--- config.mk ---
export PLATFORM = sky130hd
export DESIGN_NAME = tff_mod_counter_flat
export DESIGN_NICKNAME = d
export VERILOG_FILES = /design/src/rtl/tff_pkg.sv /design/src/rtl/tff_mod_counter_if.sv /design/src/rtl/tff_cell.sv /design/src/rtl/tff_mod_counter.sv /design/src/flat_wrapper.sv
export SDC_FILE = /design/constraint.sdc
export NUM_CORES = 1
export LEC_CHECK = 0
export CORE_ASPECT_RATIO = 0.75
export CORE_MARGIN = 2
export CORE_UTILIZATION = 39
export CTS_BUF_LIST = sky130_fd_sc_hd__clkbuf_2
export DETAILED_ROUTE_END_ITERATION = 10
export GPL_TIMING_DRIVEN = 0
export PLACE_DENSITY = 0.66
export SETUP_SLACK_MARGIN = 0.1
export SYNTH_ARGS = -nofsm -noshare
export SYNTH_HDL_FRONTEND = slang
export SYNTH_SLANG_ARGS = --single-unit
--- constraint.sdc ---
create_clock -name clk -period 3.4 [get_ports clk]
set_input_delay 0.68 -clock clk [delete_from_list [all_inputs] [get_ports clk]]
set_output_delay 0.68 -clock clk [all_outputs]
set_load 0.01 [all_outputs]
--- src/rtl/tff_pkg.sv ---
// tff_pkg: shared helpers and parameter legality check for the modulo toggle counter
package tff_pkg;
  function automatic int clog2_mod(input int m);
    int w;
    w = 0;
    for (int i = 0; i < 31; i++) w = ((1 << i) < m) ? i + 1 : w;
    return w;
  endfunction
  function automatic bit mod_ok(input int width, input int modulus);
    return (modulus >= 2) && (clog2_mod(modulus) <= width);
  endfunction
endpackage

--- src/rtl/tff_mod_counter_if.sv ---
// tff_mod_counter_if: control and status bundle of the modulo toggle counter
interface tff_mod_counter_if #(parameter int WIDTH = 4);
  logic             en;
  logic             up_dn;
  logic             load;
  logic [WIDTH-1:0] load_val;
  logic [WIDTH-1:0] count;
  logic [WIDTH-1:0] t_vec;
  logic             tc;
  logic             wrap;
  modport master (output en, up_dn, load, load_val, input count, t_vec, tc, wrap);
  modport slave (input en, up_dn, load, load_val, output count, t_vec, tc, wrap);
endinterface

--- src/rtl/tff_cell.sv ---
// tff_cell: one toggle bit with async active-low clear and a synchronous load
module tff_cell (
  input  logic clk,
  input  logic rst_n,
  input  logic t,
  input  logic ld,
  input  logic d,
  output logic q
);
  logic q_q, q_d;
  // load takes the bit directly, otherwise toggle on t
  always_comb q_d = ld ? d : q_q ^ t;
  // bit storage, cleared immediately by reset
  always_ff @(posedge clk or negedge rst_n)
    if (!rst_n) q_q <= 1'b0;
    else q_q <= q_d;
  assign q = q_q;
endmodule

--- src/rtl/tff_mod_counter.sv ---
// tff_mod_counter: modulo-N up/down counter built from a bank of toggle cells
module tff_mod_counter
  import tff_pkg::*;
#(
  parameter int WIDTH   = 4,
  parameter int MODULUS = 10
) (
  input logic               clk,
  input logic               rst_n,
  tff_mod_counter_if.slave  bus
);
  localparam logic [WIDTH-1:0] MAX = WIDTH'(MODULUS - 1);
  if (!mod_ok(WIDTH, MODULUS)) begin : g_bad_params
    $error("tff_mod_counter: MODULUS must be in 2..2**WIDTH");
  end
  logic [WIDTH-1:0] count, next_count, load_clamp, t_vec;
  logic             tc, wrap_q, wrap_d;
  // next value: load clamps, counting wraps at the terminal value and folds illegal counts back in range
  always_comb begin
    load_clamp = (bus.load_val > MAX) ? MAX : bus.load_val;
    tc = bus.en & (bus.up_dn ? (count == MAX) : (count == '0));
    next_count = bus.load ? load_clamp :
                 !bus.en ? count :
                 bus.up_dn ? ((count >= MAX) ? '0 : count + 1'b1) :
                 ((count == '0) || (count > MAX)) ? MAX : count - 1'b1;
    t_vec = count ^ next_count;
    wrap_d = tc & ~bus.load;
  end
  for (genvar i = 0; i < WIDTH; i++) begin : g_cell
    tff_cell u_cell (
      .clk   (clk),
      .rst_n (rst_n),
      .t     (t_vec[i]),
      .ld    (bus.load),
      .d     (load_clamp[i]),
      .q     (count[i])
    );
  end
  // wrap pulse shown alongside the freshly wrapped count
  always_ff @(posedge clk or negedge rst_n)
    if (!rst_n) wrap_q <= 1'b0;
    else wrap_q <= wrap_d;
  assign bus.count = count;
  assign bus.t_vec = t_vec;
  assign bus.tc    = tc;
  assign bus.wrap  = wrap_q;
endmodule

--- src/flat_wrapper.sv ---
// flat-port wrapper written by rule: the top's interface ports become plain ports
module tff_mod_counter_flat import tff_pkg::*;
#(
  parameter int WIDTH   = 4,
  parameter int MODULUS = 10
)
  (clk, rst_n, bus_en, bus_up_dn, bus_load, bus_load_val, bus_count, bus_t_vec, bus_tc, bus_wrap);
  tff_mod_counter_if #(.WIDTH(WIDTH)) bus_i ();
  input logic clk;
  input logic rst_n;
  input wire logic [$bits(bus_i.en)-1:0] bus_en;
  input wire logic [$bits(bus_i.up_dn)-1:0] bus_up_dn;
  input wire logic [$bits(bus_i.load)-1:0] bus_load;
  input wire logic [$bits(bus_i.load_val)-1:0] bus_load_val;
  output wire logic [$bits(bus_i.count)-1:0] bus_count;
  output wire logic [$bits(bus_i.t_vec)-1:0] bus_t_vec;
  output wire logic [$bits(bus_i.tc)-1:0] bus_tc;
  output wire logic [$bits(bus_i.wrap)-1:0] bus_wrap;
  assign bus_i.en = bus_en;
  assign bus_i.up_dn = bus_up_dn;
  assign bus_i.load = bus_load;
  assign bus_i.load_val = bus_load_val;
  assign bus_count = bus_i.count;
  assign bus_t_vec = bus_i.t_vec;
  assign bus_tc = bus_i.tc;
  assign bus_wrap = bus_i.wrap;
  tff_mod_counter #(.WIDTH(WIDTH), .MODULUS(MODULUS)) u_core (.clk(clk), .rst_n(rst_n), .bus(bus_i));
endmodule
Word level (Yosys, flattened, before mapping)
Index checks and enable logic that the tools add are counted.
Storage, ports and cells
  register bits: 5
  latch bits: 0
  RAM bits: 0
  memory bits (read-only): 0
  logic and storage cells: 32
  memories: 0
Cells by class
  add/subtract/negate cells: 2
  multiply operators: 0
  divide/modulo/power cells: 0
  $lt $le $gt $ge: 3
  equality and inequality tests: 1
  shift operators: 0
  muxes and demuxes: 11
  bitwise logic cells: 8
  reductions and logical operators: 2
Operator list (count)
  $mux 4: 6
  $gt 4x4->1 const B: 2
  $mux 1: 5
  $add 4x1->4 const B: 1
  $eq 4x4->1 const B: 1
  $ge 4x4->1 const B: 1
  $logic_not 4->1: 1
  $sub 4x1->4 const B: 1
  $xor 1x1->1: 4
  $xor 4x4->4: 1
  $and 1x1->1: 2
  $logic_or 1x1->1: 1
  $not 1->1: 1

Longest topological paths before layout
Gate-level depths: netlist (run 1).
  depth in word-level cells: 9
  mapped depth: 9
  mapped depth without buffers: 6

By module
From an unflattened synthesis (run 1), not the netlist that was laid out.
Second synthesis, totals
  cell total of the unflattened synthesis: 84
  area total of the unflattened synthesis: 621.8 sq um
Modules (own cells, without submodules)
  tff_mod_counter: times used 1, cells each 68, area an instance 451.7 sq um, sequential area each 25.0 sq um
  tff_cell: times used 4, cells each 4, area an instance 42.5 sq um, sequential area each 25.0 sq um

Least setup slack after synthesis (run 1)
OpenSTA, ideal clock, no wires.
  path kind: flip-flop to output port
  start: reg u_core.g_cell[1].u_cell.q_q
  end: out bus_t_vec[1]
  arrival time: 1.965 ns
  required time: 2.720 ns
  slack: 0.755 ns
  cell stages (with the launch flop): 10
  path buffers: 3
  path through: dfrtp_1 > clkbuf_1 > inv_1 > ha_1 > buf_4 > or3b_1 > a21oi_1 > or4b_1 > o311ai_1 > buf_4
Between the ends
  cells in the longest elaborated chain, start to end: 7
  elaborated cells between the ends (all ways): 12
RTL lines
  start, declared: RTL line tff_cell.sv:10  | logic q_q, q_d;
  start signal, assigned: RTL line tff_cell.sv:16  | else q_q <= q_d;
  $gt 4x4->1 or $logic_not 4->1 (tied branches): RTL line tff_mod_counter.sv:25  | ((count == '0) || (count > MAX)) ? MAX : count - 1'b1;
  $logic_or 1x1->1: RTL line tff_mod_counter.sv:25
  $mux 4: RTL line tff_mod_counter.sv:25
  $mux 4: RTL line tff_mod_counter.sv:24  | bus.up_dn ? ((count >= MAX) ? '0 : count + 1'b1) :
  $mux 4: RTL line tff_mod_counter.sv:23  | !bus.en ? count :
  $mux 4: RTL line tff_mod_counter.sv:22  | next_count = bus.load ? load_clamp :
  $xor 4x4->4 *: RTL line tff_mod_counter.sv:26  | t_vec = count ^ next_count;
  end, declared: RTL line flat_wrapper.sv:16  | output wire logic [$bits(bus_i.t_vec)-1:0] bus_t_vec;
Mark *: on every way between the ends. The rest lies on a longest branch, timed or not.

Worst setup path in the final report (run 1)
  start: in bus_up_dn
  end: out bus_t_vec[1]
Between the ends
  cells in the longest elaborated chain, start to end: 4
RTL lines
  start, declared: RTL line flat_wrapper.sv:12  | input wire logic [$bits(bus_i.up_dn)-1:0] bus_up_dn;
  $mux 4: RTL line tff_mod_counter.sv:24
  $mux 4: RTL line tff_mod_counter.sv:23
  $mux 4: RTL line tff_mod_counter.sv:22
  $xor 4x4->4: RTL line tff_mod_counter.sv:26
Every way passes these cells.

==> results of run 1 <==
==> worst max-delay path by stage <==
stage                                        start      endpoint  cells past startpoint
2_1_floorplan  u_core.g_cell[1].u_cell.q$_DFF_PN0_  bus_t_vec[1]                      9
3_3_place_gp                             bus_up_dn  bus_t_vec[1]                      7
3_5_place_dp                             bus_up_dn  bus_t_vec[1]                      7
4_1_cts        u_core.g_cell[1].u_cell.q$_DFF_PN0_  bus_t_vec[2]                     10
5_1_grt        u_core.g_cell[1].u_cell.q$_DFF_PN0_  bus_t_vec[3]                     10
6_report                                 bus_up_dn  bus_t_vec[1]                      7
==> per-stage QoR <==
| step | utilization, % | worst slack, ns | instances | cell area, um2 | TNS, ns |
|---|---|---|---|---|---|
| after floorplan | - | 0.755 | 96 | 758 | 0 |
| after global placement | 54.0 | -0.0541 | 136 | 966 | -0.123 |
| after detailed placement | 54.0 | -0.0938 | 136 | 966 | -0.131 |
| after CTS | 57.2 | 0.113 | 142 | 1020 | 0 |
| after global routing | 58.8 | 0.0316 | 142 | 1050 | 0 |
| final | 58.8 | 0.170 | 142 | 1050 | 0 |
==> final cells by class <==
type / instances / area (um2) / share of cell area [%]
Timing Repair Buffer: 20 / 200 / 19.0
Buffer: 16 / 118 / 11.2
Clock buffer: 4 / 20.0 / 1.90
Inverter: 5 / 18.8 / 1.78
Sequential cell: 5 / 126 / 12.0
Multi-Input combinational cell: 70 / 542 / 51.5
Tap cell: 22 / 27.5 / 2.62
==> cell usage in the layout, fill, tap and decap left out, types with 4 or more instances in the layout <==
master / n
clkdlybuf4s50_1: 13
buf_4: 11
nand2b_1: 7
clkbuf_2: 7
inv_1: 5
a21oi_1: 5
o21ai_0: 5
dfrtp_1: 4
==> worst reg2reg max path: stages (launching register included) <==
cell	delay, ns
dfrtp_1	0.39
clkbuf_8	0.16
inv_1	0.10
ha_1	0.15
buf_4	0.16
or3b_1	0.37
a21boi_0	0.16
o211ai_1	0.20
o311a_1	0.20
==> flip-flops by register name (all words and copies together), names as in the netlist <==
register / cells
u_core.bus.wrap: 1
u_core.g_cell.u_cell.q: 4
==> layer usage <==
metal,GRT usage [%],vias up,routed length [um]
met1,28.8,393,1050
met5,0,-,0
met2,29.5,29,1000
met4,3.90,0,0
met3,5.36,0,126
li1,-,412,-
==> power by group through the flow <==
stage	Sequential, mW	Combinational (mW)	Clock (mW)
after CTS	0.0766	0.192	0.0560
after global placement	0.0770	0.182	0
after floorplan	0.0735	0.120	0
after global routing	0.0786	0.217	0.0632
after detailed placement	0.0774	0.182	0
final	0.0773	0.200	0.0545
==> cells by family after synthesis <==
kind of cell | Yosys count | share of synthesized area (%)
compound gates | 33 | 32.0
simple gates | 31 | 26.9
buf+inv | 21 | 16.2
flops | 5 | 16.5
xor+xnor | 3 | 3.47
fa+ha+maj | 3 | 4.95
==> timing repair <==
item	in CTS	in global routing
setup buffers	2	0
hold buffers	0	0
pin swaps	1	0
setup endpoints to repair	4	4
resized for setup	11	8
==> metrics.txt, run 1 <==
FF-to-FF path depth=8; DR iter-0 viols=30; Total GRT Usage=between 15 and 20%; die area=0.00232 mm2; slowest stage cell, crit path=clkdlybuf4s50_1; clock buffer count from CTS=3; Yosys warning count=0; Synth Instances=between 90 and 100; Clock Latency Late Sink=between 0.2 and 0.25 ns; Max Cap Violations=0; Clock power frac=roughly 16%; peak fanout along the critical path=4; CTS HTree Levels=1; Setup CP Type=in -> out; Int Pwr=between 200 and 250 uW; GRT overflow=0; cell leakage power=roughly 0.47 nW; core box area=between 0.0015 and 0.002 mm2; fraction of registers with async set/reset=between 90% and 100%; CP arrival=approximately 2.6 ns; Avg Vias per Cell=approximately 5.9; First-pass DRT Iterations=4; Die Y=42.2 um; CP cell instances=clkdlybuf4s50_1 > a21bo_1 > a22oi_2 > or4b_1 > o311ai_1 > buf_4 > dlygate4sd2_1; Worst Setup End Kind=output pin; area leader, netlist=dfrtp_1; Tightest Hold Check Type=in -> async; Peak VDD IR=274 uV; Max Freq=310 MHz; final hold vios=0; dominant cells by area after synthesis=dfrtp_1 17%, buf_4 8.9%, nand2b_1 6.6%, ha_1 5.0%, o21ai_0 4.0%; Max Slew Vio Count=0; Slew @ Worst Pin=about 0.36 ns; clock tree sinks=5; register area share after synthesis=~17%; port bufs=18; pin count of the biggest net entering global routing=11; Syn Nets=108; I/O pins=19; Netlist cell types=between 40 and 50; total power draw=between 300 and 400 uW; Vias=roughly 830; first-pass GRT wire length=3.37 mm; most common cell in the synthesized netlist=buf_4; hpwl dp=1.56 mm; post-route ant nets=0; Net count, final=between 100 and 150; post-synthesis instance area=between 700 and 800 um2; EDFF count, synth=0; delay of the slowest critical-path stage=between 0.5 and 0.6 ns; RSZ-0062 raised after global routing=true; reg-to-reg setup timing slack=1.45 ns; Max-slew headroom=between 70% and 80%; GP Congestion=0.827; FP Rows=13; vias in the first global route=roughly 730; Crit Reg-Reg Startpoint=u_core.g_cell[1].u_cell.q$_DFF_PN0_; WP buf/inv=3; Startpoint Class=input port; area added between synthesis and finish=38.8%; Final min period=~3.2 ns; fillcell total=about 180; Setup Skew=approximately 0.0090 ns; Synth top cells by count=9 x buf_4, 8 x nand2b_1, 6 x o21ai_0; Worst-path clk slew=0.06 ns; switch share=roughly 39%; clock root buffer=clkbuf_2; Avg Cell Area, Syn=just under 8 um2; CTS tree=built; top_reg_cell synth=dfrtp_1; final setup violation count=0; Power Density=between 300 and 400 mW/mm2; Max clock buf depth=2; fin crit share=between 90% and 100%; DR WL/cell=between 15 and 20 um; post-synth top area share=roughly 17%; sequential power share=a little under a quarter; worst hold margin=0.677 ns; initial antenna violation count=0; Synth Register Bits=5; RR Endpoint=u_core.g_cell[0].u_cell.q$_DFF_PN0_; Switch Pwr=between 100 and 150 uW; drt drc=0; ANT cells=0; Total Wirelength=2.18 mm; die width=roughly 55 um; Crit path max-delay family=buffers and inverters; Worst Path Required=roughly 2.7 ns; status=completed; Gate power share=approximately three fifths; layout cells sized above 1=25.0%; initial core utilization=between 40 and 50%
(Power assumes the default switching activity.)
==> run 2, diff against run 1 <==
--- a/config.mk
+++ b/config.mk
@@ -11,8 +11,7 @@
 export CTS_BUF_LIST = sky130_fd_sc_hd__clkbuf_2
 export DETAILED_ROUTE_END_ITERATION = 10
 export GPL_TIMING_DRIVEN = 0
-export PLACE_DENSITY = 0.66
-export SETUP_SLACK_MARGIN = 0.1
+export PLACE_DENSITY = 0.65
 export SYNTH_ARGS = -nofsm -noshare
 export SYNTH_HDL_FRONTEND = slang
 export SYNTH_SLANG_ARGS = --single-unit
==> metrics.txt, run 2 (same netlist as run 1, synthesis figures left out) <==
Vias=818 (was 834); hold_sp=u_core.g_cell[0].u_cell.q$_DFF_PN0_; Worst Path Required=2.72 ns (about the same); die width=54.9 um (unchanged); Max Slew Vio Count=0 (unchanged); final setup TNS=0 ns (unchanged); post-route ant nets=0 (unchanged); fin crit share=96.6% (was 95.0%); Peak VDD IR=293 uV (was 274 uV); drt drc=0 (unchanged); Setup CP Type=in -> out (unchanged); clock buffer count from CTS=3 (unchanged); vias in the first global route=703 (was 725); delay of the slowest critical-path stage=0.52 ns (was 0.51 ns); initial antenna violation count=0 (unchanged); initial core utilization=42.4% (unchanged); pin count of the biggest net entering global routing=11 (unchanged); clock tree sinks=5 (unchanged); Net count, final=135 (was 133); GRT overflow=0 (unchanged); die area=0.00232 mm2 (unchanged); fillcell total=168 (was 184); Clock Latency Late Sink=0.22 ns (about the same); I/O pins=19 (unchanged); first-pass GRT wire length=3.24 mm (was 3.37 mm); final setup violation count=0 (unchanged); WP buf/inv=3 (unchanged); slowest stage cell, crit path=clkdlybuf4s50_1 (unchanged); Setup Skew=0.00853 ns (was 0.00901 ns); Hold Path End=u_core.g_cell[0].u_cell.q$_DFF_PN0_; CTS HTree Levels=1 (unchanged); peak fanout along the critical path=6 (was 4); ANT cells=0 (unchanged); Startpoint Class=input port (unchanged); Worst Setup End Kind=output pin (unchanged); Crit path max-delay family=buffers and inverters (unchanged); GP Congestion=0.820 (was 0.827); design area=0.00104 mm2 (was 0.00105 mm2); Max-slew headroom=73.0% (was 75.7%); most frequent cells in the layout=15 x clkdlybuf4s50_1, 14 x buf_4, 7 x nand2b_1, 6 x o21ai_0, 6 x clkbuf_2 (was 13 x clkdlybuf4s50_1, 11 x buf_4, 7 x nand2b_1, 7 x clkbuf_2); area added between synthesis and finish=37.3% (was 38.8%); CP cell instances=clkdlybuf4s50_1 > nand2b_4 > or4_1 > nand4_1 > buf_4 > clkdlybuf4s50_1 (was clkdlybuf4s50_1 > a21bo_1 > a22oi_2 > or4b_1 > o311ai_1 > buf_4 > dlygate4sd2_1); Worst-path clk slew=0.06 ns (about the same); core box area=0.00179 mm2 (unchanged); Final min period=3.28 ns (was 3.23 ns); commonest non-fill, non-tap cell in the layout=clkdlybuf4s50_1 (unchanged); hpwl dp=1.54 mm (was 1.56 mm); reg-to-reg setup timing slack=1.47 ns (was 1.45 ns); Total GRT Usage=18.7% (was 20.0%); max reg flops=4 (unchanged); clock root buffer=clkbuf_2 (unchanged); DP Area=966 um2 (unchanged); CTS tree=built (unchanged); First-pass DRT Iterations=4 (unchanged); FP Rows=13 (unchanged); cell leakage power=0.449 nW (was 0.469 nW); Max Freq=305 MHz (was 310 MHz); DR WL/cell=14.3 um (was 15.3 um); Crit Reg-Reg Startpoint=u_core.g_cell[1].u_cell.q$_DFF_PN0_ (unchanged); cell count of the worst hold path=1; final hold vios=0 (unchanged); layout cells sized above 1=23.8% (was 25.0%); Max Cap Violations=0 (unchanged); Slew @ Worst Pin=0.405 ns (was 0.359 ns); DR iter-0 viols=21 (was 30); RR Endpoint=u_core.g_cell[3].u_cell.q$_DFF_PN0_ (was u_core.g_cell[0].u_cell.q$_DFF_PN0_); CP arrival=2.60 ns (was 2.55 ns); RSZ-0062 raised after global routing=false (was true); Die Y=42.2 um (unchanged); total power draw=330 uW (was 332 uW); cell repeated most along the worst path=clkdlybuf4s50_1; Avg Vias per Cell=5.68 (was 5.87); Max clock buf depth=2 (unchanged); Power Density=317 mW/mm2 (was 315 mW/mm2); Tightest Hold Check Type=reg -> reg (was in -> async); port bufs=18 (unchanged); FF-to-FF path depth=7 (was 8); Total Wirelength=2.06 mm (was 2.18 mm); status=completed (unchanged)
run 2: area by class of cell:
cell class              instances  area (um2)  share of cell area (%)
plain buffers                  15         103                    9.86
clock buffers                   4        20.0                    1.92
well taps                      22        27.5                    2.64
flip-flops and latches          5         128                    12.3
inverters                       5        18.8                    1.80
multi-input cells              70         527                    50.6
repair buffers                 23         218                    20.9
run 2: power breakdown:
part	switching, mW	internal, mW
registers	0.0107	0.0663
clock network	0.0234	0.0311
logic	0.0915	0.107
run 2: metrics by stage:
step                utilization, %  std cells  hold slack [ns]  setup WS, ns
floorplan                        -         96            0.384         0.755
global placement              54.0        136            0.795       -0.0558
detailed placement            54.0        136            0.794        -0.107
CTS                           55.9        140            0.667        0.0117
global route                  58.2        144            0.671        0.0529
finish                        58.2        144            0.656         0.116
run 2: metal layers:
metal	up-vias	global-route usage [%]	wire [um]
met3	2	4.29	109
li1	417	-	-
met4	0	1.46	16
met1	368	28.9	1010
met5	-	0	0
met2	31	26.9	918
run 2: worst max path at each step:
stage	start	end	cells past startpoint
floorplan	u_core.g_cell[1].u_cell.q$_DFF_PN0_	bus_t_vec[1]	9
global placement	bus_up_dn	bus_t_vec[1]	7
detailed placement	bus_up_dn	bus_t_vec[1]	7
CTS	u_core.g_cell[1].u_cell.q$_DFF_PN0_	bus_t_vec[1]	9
global route	bus_load	bus_t_vec[3]	6
finish	bus_load	bus_t_vec[3]	6
run 2: what timing repair did:
action | in CTS | in global routing
hold buffers | 0 | 0
setup endpoints to repair | 3 | 3
endpoints found under the hold margin | 0 | 0
cloned | 0 | 0
resized for setup | 7 | 4
setup buffers | 1 | 4
pin swaps | 1 | 0
==> run 3, diff against run 2 <==
--- a/config.mk
+++ b/config.mk
@@ -5,13 +5,14 @@
 export SDC_FILE = /design/constraint.sdc
 export NUM_CORES = 1
 export LEC_CHECK = 0
-export CORE_ASPECT_RATIO = 0.75
 export CORE_MARGIN = 2
 export CORE_UTILIZATION = 39
 export CTS_BUF_LIST = sky130_fd_sc_hd__clkbuf_2
+export CTS_CLUSTER_DIAMETER = 40
 export DETAILED_ROUTE_END_ITERATION = 10
 export GPL_TIMING_DRIVEN = 0
-export PLACE_DENSITY = 0.65
+export PLACE_DENSITY = 0.68
 export SYNTH_ARGS = -nofsm -noshare
 export SYNTH_HDL_FRONTEND = slang
+export SYNTH_HIERARCHICAL = 1
 export SYNTH_SLANG_ARGS = --single-unit
==> constraint.sdc (replaced) <==
create_clock -name clk -period 3.3 [get_ports clk]
set_input_delay 0.66 -clock clk [delete_from_list [all_inputs] [get_ports clk]]
set_output_delay 0.66 -clock clk [all_outputs]
set_load 0.01 [all_outputs]
==> metrics.txt, run 3 <==
status=completed (unchanged); cell leakage power=0.363 nW (was 0.449 nW); Net count, final=119 (was 135); First-pass DRT Iterations=4 (unchanged); Synth Instances=84 (was 96); DR iter-0 viols=9 (was 21); Peak VDD IR=306 uV (was 293 uV); area added between synthesis and finish=37.0% (was 37.3%); cell repeated most along the worst path=clkdlybuf4s50_1 (unchanged); Multi-input gate area=453 um2 (was 527 um2); initial antenna violation count=0 (unchanged); final hold vios=0 (unchanged); Netlist cell types=31 (was 46); Yosys warning count=6 (was 0); Max Slew Vio Count=0 (unchanged); Max Freq=a little over 300 MHz; Worst-path clk slew=0.06 ns (about the same); Max-slew headroom=74.6% (was 73.0%); DR WL/cell=13.0 um (was 14.3 um); peak fanout along the critical path=10 (was 6); CP cell instances=clkdlybuf4s50_1 > buf_6 > or2_1 > o22ai_1 > a32oi_1 > a21oi_2 > clkdlybuf4s50_1 (was clkdlybuf4s50_1 > nand2b_4 > or4_1 > nand4_1 > buf_4 > clkdlybuf4s50_1); Setup Skew=0.00248 ns (was 0.00853 ns); GRT overflow=0 (unchanged); Max Cap Violations=0 (unchanged); Final min period=3.24 ns; Setup CP Type=in -> out (unchanged); Storage cell area=125 um2 (was 128 um2); initial core utilization=41.3% (was 42.4%); slowest stage cell, crit path=clkdlybuf4s50_1 (unchanged); Power Density=649 mW/mm2 (was 317 mW/mm2); Tightest Hold Check Type=reg -> reg (unchanged); core box area=0.00151 mm2 (was 0.00179 mm2); Max clock buf depth=2 (unchanged); vias in the first global route=605 (was 703); first-pass GRT wire length=2.68 mm (was 3.24 mm); Die Y=43.9 um (was 42.2 um); CTS HTree Levels=1 (unchanged); post-route ant nets=0 (unchanged); WP buf/inv=3 (unchanged); Slew @ Worst Pin=0.380 ns (was 0.405 ns); hpwl dp=1.21 mm (was 1.54 mm); Worst Path Required=2.64 ns (was 2.72 ns); Worst Setup End Kind=output pin (unchanged); fin crit share=between 90% and 100%; delay of the slowest critical-path stage=0.56 ns (was 0.52 ns); Synth top cells by count=10 x nand2_1, 7 x o21ai_0 (was 9 x buf_4, 8 x nand2b_1, 6 x o21ai_0); post-synth top area share=20.1% (was 16.5%); clock buffer count from CTS=3 (unchanged); final setup violation count=0 (unchanged); Syn Nets=96 (was 108); EDFF count, synth=0 (unchanged); Clock Latency Late Sink=0.22 ns (about the same); port bufs=18 (unchanged); CTS tree=built (unchanged); die width=43.9 um (was 54.9 um); I/O pins=19 (unchanged); DP Area=822 um2 (was 966 um2); FP Rows=14 (was 13); Crit path max-delay family=buffers and inverters (unchanged); Startpoint Class=input port (unchanged); most common cell in the synthesized netlist=nand2_1 (was buf_4); Synth Register Bits=5 (unchanged); Total Wirelength=1.59 mm (was 2.06 mm); design area=852 um2 (was 0.00104 mm2); Vias=691 (was 818); commonest non-fill, non-tap cell in the layout=clkdlybuf4s50_1 (unchanged); drt drc=0 (unchanged); post-synthesis instance area=622 um2 (was 758 um2); max reg flops=4 (unchanged); cts hold-fix bufs=0 (unchanged); clock root buffer=clkbuf_2 (unchanged); Avg Vias per Cell=5.66 (was 5.68); pin count of the biggest net entering global routing=11 (unchanged); worst hold margin=0.588 ns (was 0.656 ns); die area=0.00193 mm2 (was 0.00232 mm2); area leader, netlist=dfrtp_1 (unchanged); fraction of registers with async set/reset=100% (unchanged); dominant cells by area after synthesis=dfrtp_1 20%, xnor2_1 7.0%, ha_1 6.0%, nand2_1 6.0%, o21ai_0 5.6% (was dfrtp_1 17%, buf_4 8.9%, nand2b_1 6.6%, ha_1 5.0%, o21ai_0 4.0%); fillcell total=144 (was 168); ANT cells=0 (unchanged); GP Congestion=0.853 (was 0.820); most frequent cells in the layout=15 x clkdlybuf4s50_1, 10 x nand2_1, 7 x o21ai_0 (was 15 x clkdlybuf4s50_1, 14 x buf_4, 7 x nand2b_1, 6 x o21ai_0, 6 x clkbuf_2); CP arrival=2.58 ns (was 2.60 ns); top_reg_cell synth=dfrtp_1 (unchanged); Total GRT Usage=18.8% (was 18.7%); register area share after synthesis=20.1% (was 16.5%); Avg Cell Area, Syn=7.40 um2 (was 7.90 um2); clock tree sinks=5 (unchanged); layout cells sized above 1=10.4% (was 23.8%)
-- run 3: cell count changes after synthesis, moves of 3 or more --
cell and delta:
nand3b_1 -3, nor2_1 +4, nand2_1 +7, xnor2_1 +3, buf_4 -8, nor4_1 -3, o21ai_1 +5, nor2b_1 +3
nand2b_1 -4
-- run 3: final timing paths --
check,slack [ns],cells after the start,from,end
setup reg to reg,1.06,9,u_core/g_cell[0].u_cell/q$_DFF_PN0_,u_core/g_cell[3].u_cell/q$_DFF_PN0_
setup / recovery,0.06,7,bus_up_dn,bus_t_vec[1]
max in group asynchronous,2.40,1,rst_n,u_core/g_cell[2].u_cell/q$_DFF_PN0_
hold / removal,0.59,2,u_core/g_cell[2].u_cell/q$_DFF_PN0_,u_core/g_cell[2].u_cell/q$_DFF_PN0_
min in group asynchronous,0.68,1,rst_n,u_core/g_cell[1].u_cell/q$_DFF_PN0_
hold reg to reg,0.59,2,u_core/g_cell[2].u_cell/q$_DFF_PN0_,u_core/g_cell[2].u_cell/q$_DFF_PN0_
-- run 3: cells by family (layout without fill, tap and decap cells) --
family / after synthesis / count (layout) / share of synthesized area, %
AO/OA/AOI/OAI: 27 / 27 / 28.4
XOR/XNOR: 7 / 7 / 9.86
adder cells (fa/ha/maj): 3 / 3 / 6.04
buffers and inverters: 10 / 32 / 8.05
flip-flops: 5 / 5 / 20.1
multiplexers: 2 / 2 / 3.22
AND/OR/NAND/NOR: 30 / 30 / 24.3
-- run 3: cell type report --
cell class              instances  share of cell area, %
inverters                       4                   1.76
multi-input cells              69                   53.2
plain buffers                   6                   4.55
clock buffers                   4                   2.35
well taps                      16                   2.35
repair buffers                 18                   21.1
flip-flops and latches          5                   14.7
-- run 3: per-stage QoR --
stage | utilization (%) | setup TNS, ns | instances | total power, mW | worst slack, ns
floorplan | - | 0 | 84 | 0.354 | 0.808
global placement | 54.6 | -0.337 | 118 | 0.492 | -0.113
detailed placement | 54.6 | -0.441 | 118 | 0.492 | -0.166
CTS | 56.1 | 0 | 122 | 0.552 | 0.0530
global route | 56.6 | -0.0138 | 122 | 0.608 | -0.0138
finish | 56.6 | 0 | 122 | 0.553 | 0.0645
-- run 3: power by group --
part           internal [mW]  switching (mW)  total [mW]  leakage, nW
logic                  0.192           0.193       0.384        0.284
registers             0.0799          0.0305       0.110       0.0626
clock network         0.0321          0.0259      0.0580       0.0166
total                  0.304           0.249       0.553        0.363
-- run 3: layer usage --
layer	GRT usage (%)	share of wire (%)
met1	24.2	45
met2	30.6	50
met3	6.25	4.0
met4	3.64	0.94
met5	0	0
-- run 3: worst register-to-register path, stage by stage (launching register included) --
cell and delay [ns]:
dfrtp_1 0.44, buf_4 0.19, inv_1 0.07, ha_1 0.29, nor2_1 0.10, o41a_1 0.31
o211a_1 0.22, o31ai_2 0.28, xnor2_1 0.15, o21ai_1 0.08
-- run 3: what timing repair did --
action,in CTS,in global routing
resized for setup,5,2
gates cloned,0,0
endpoints found under the setup margin,3,2
buffers inserted,0,0
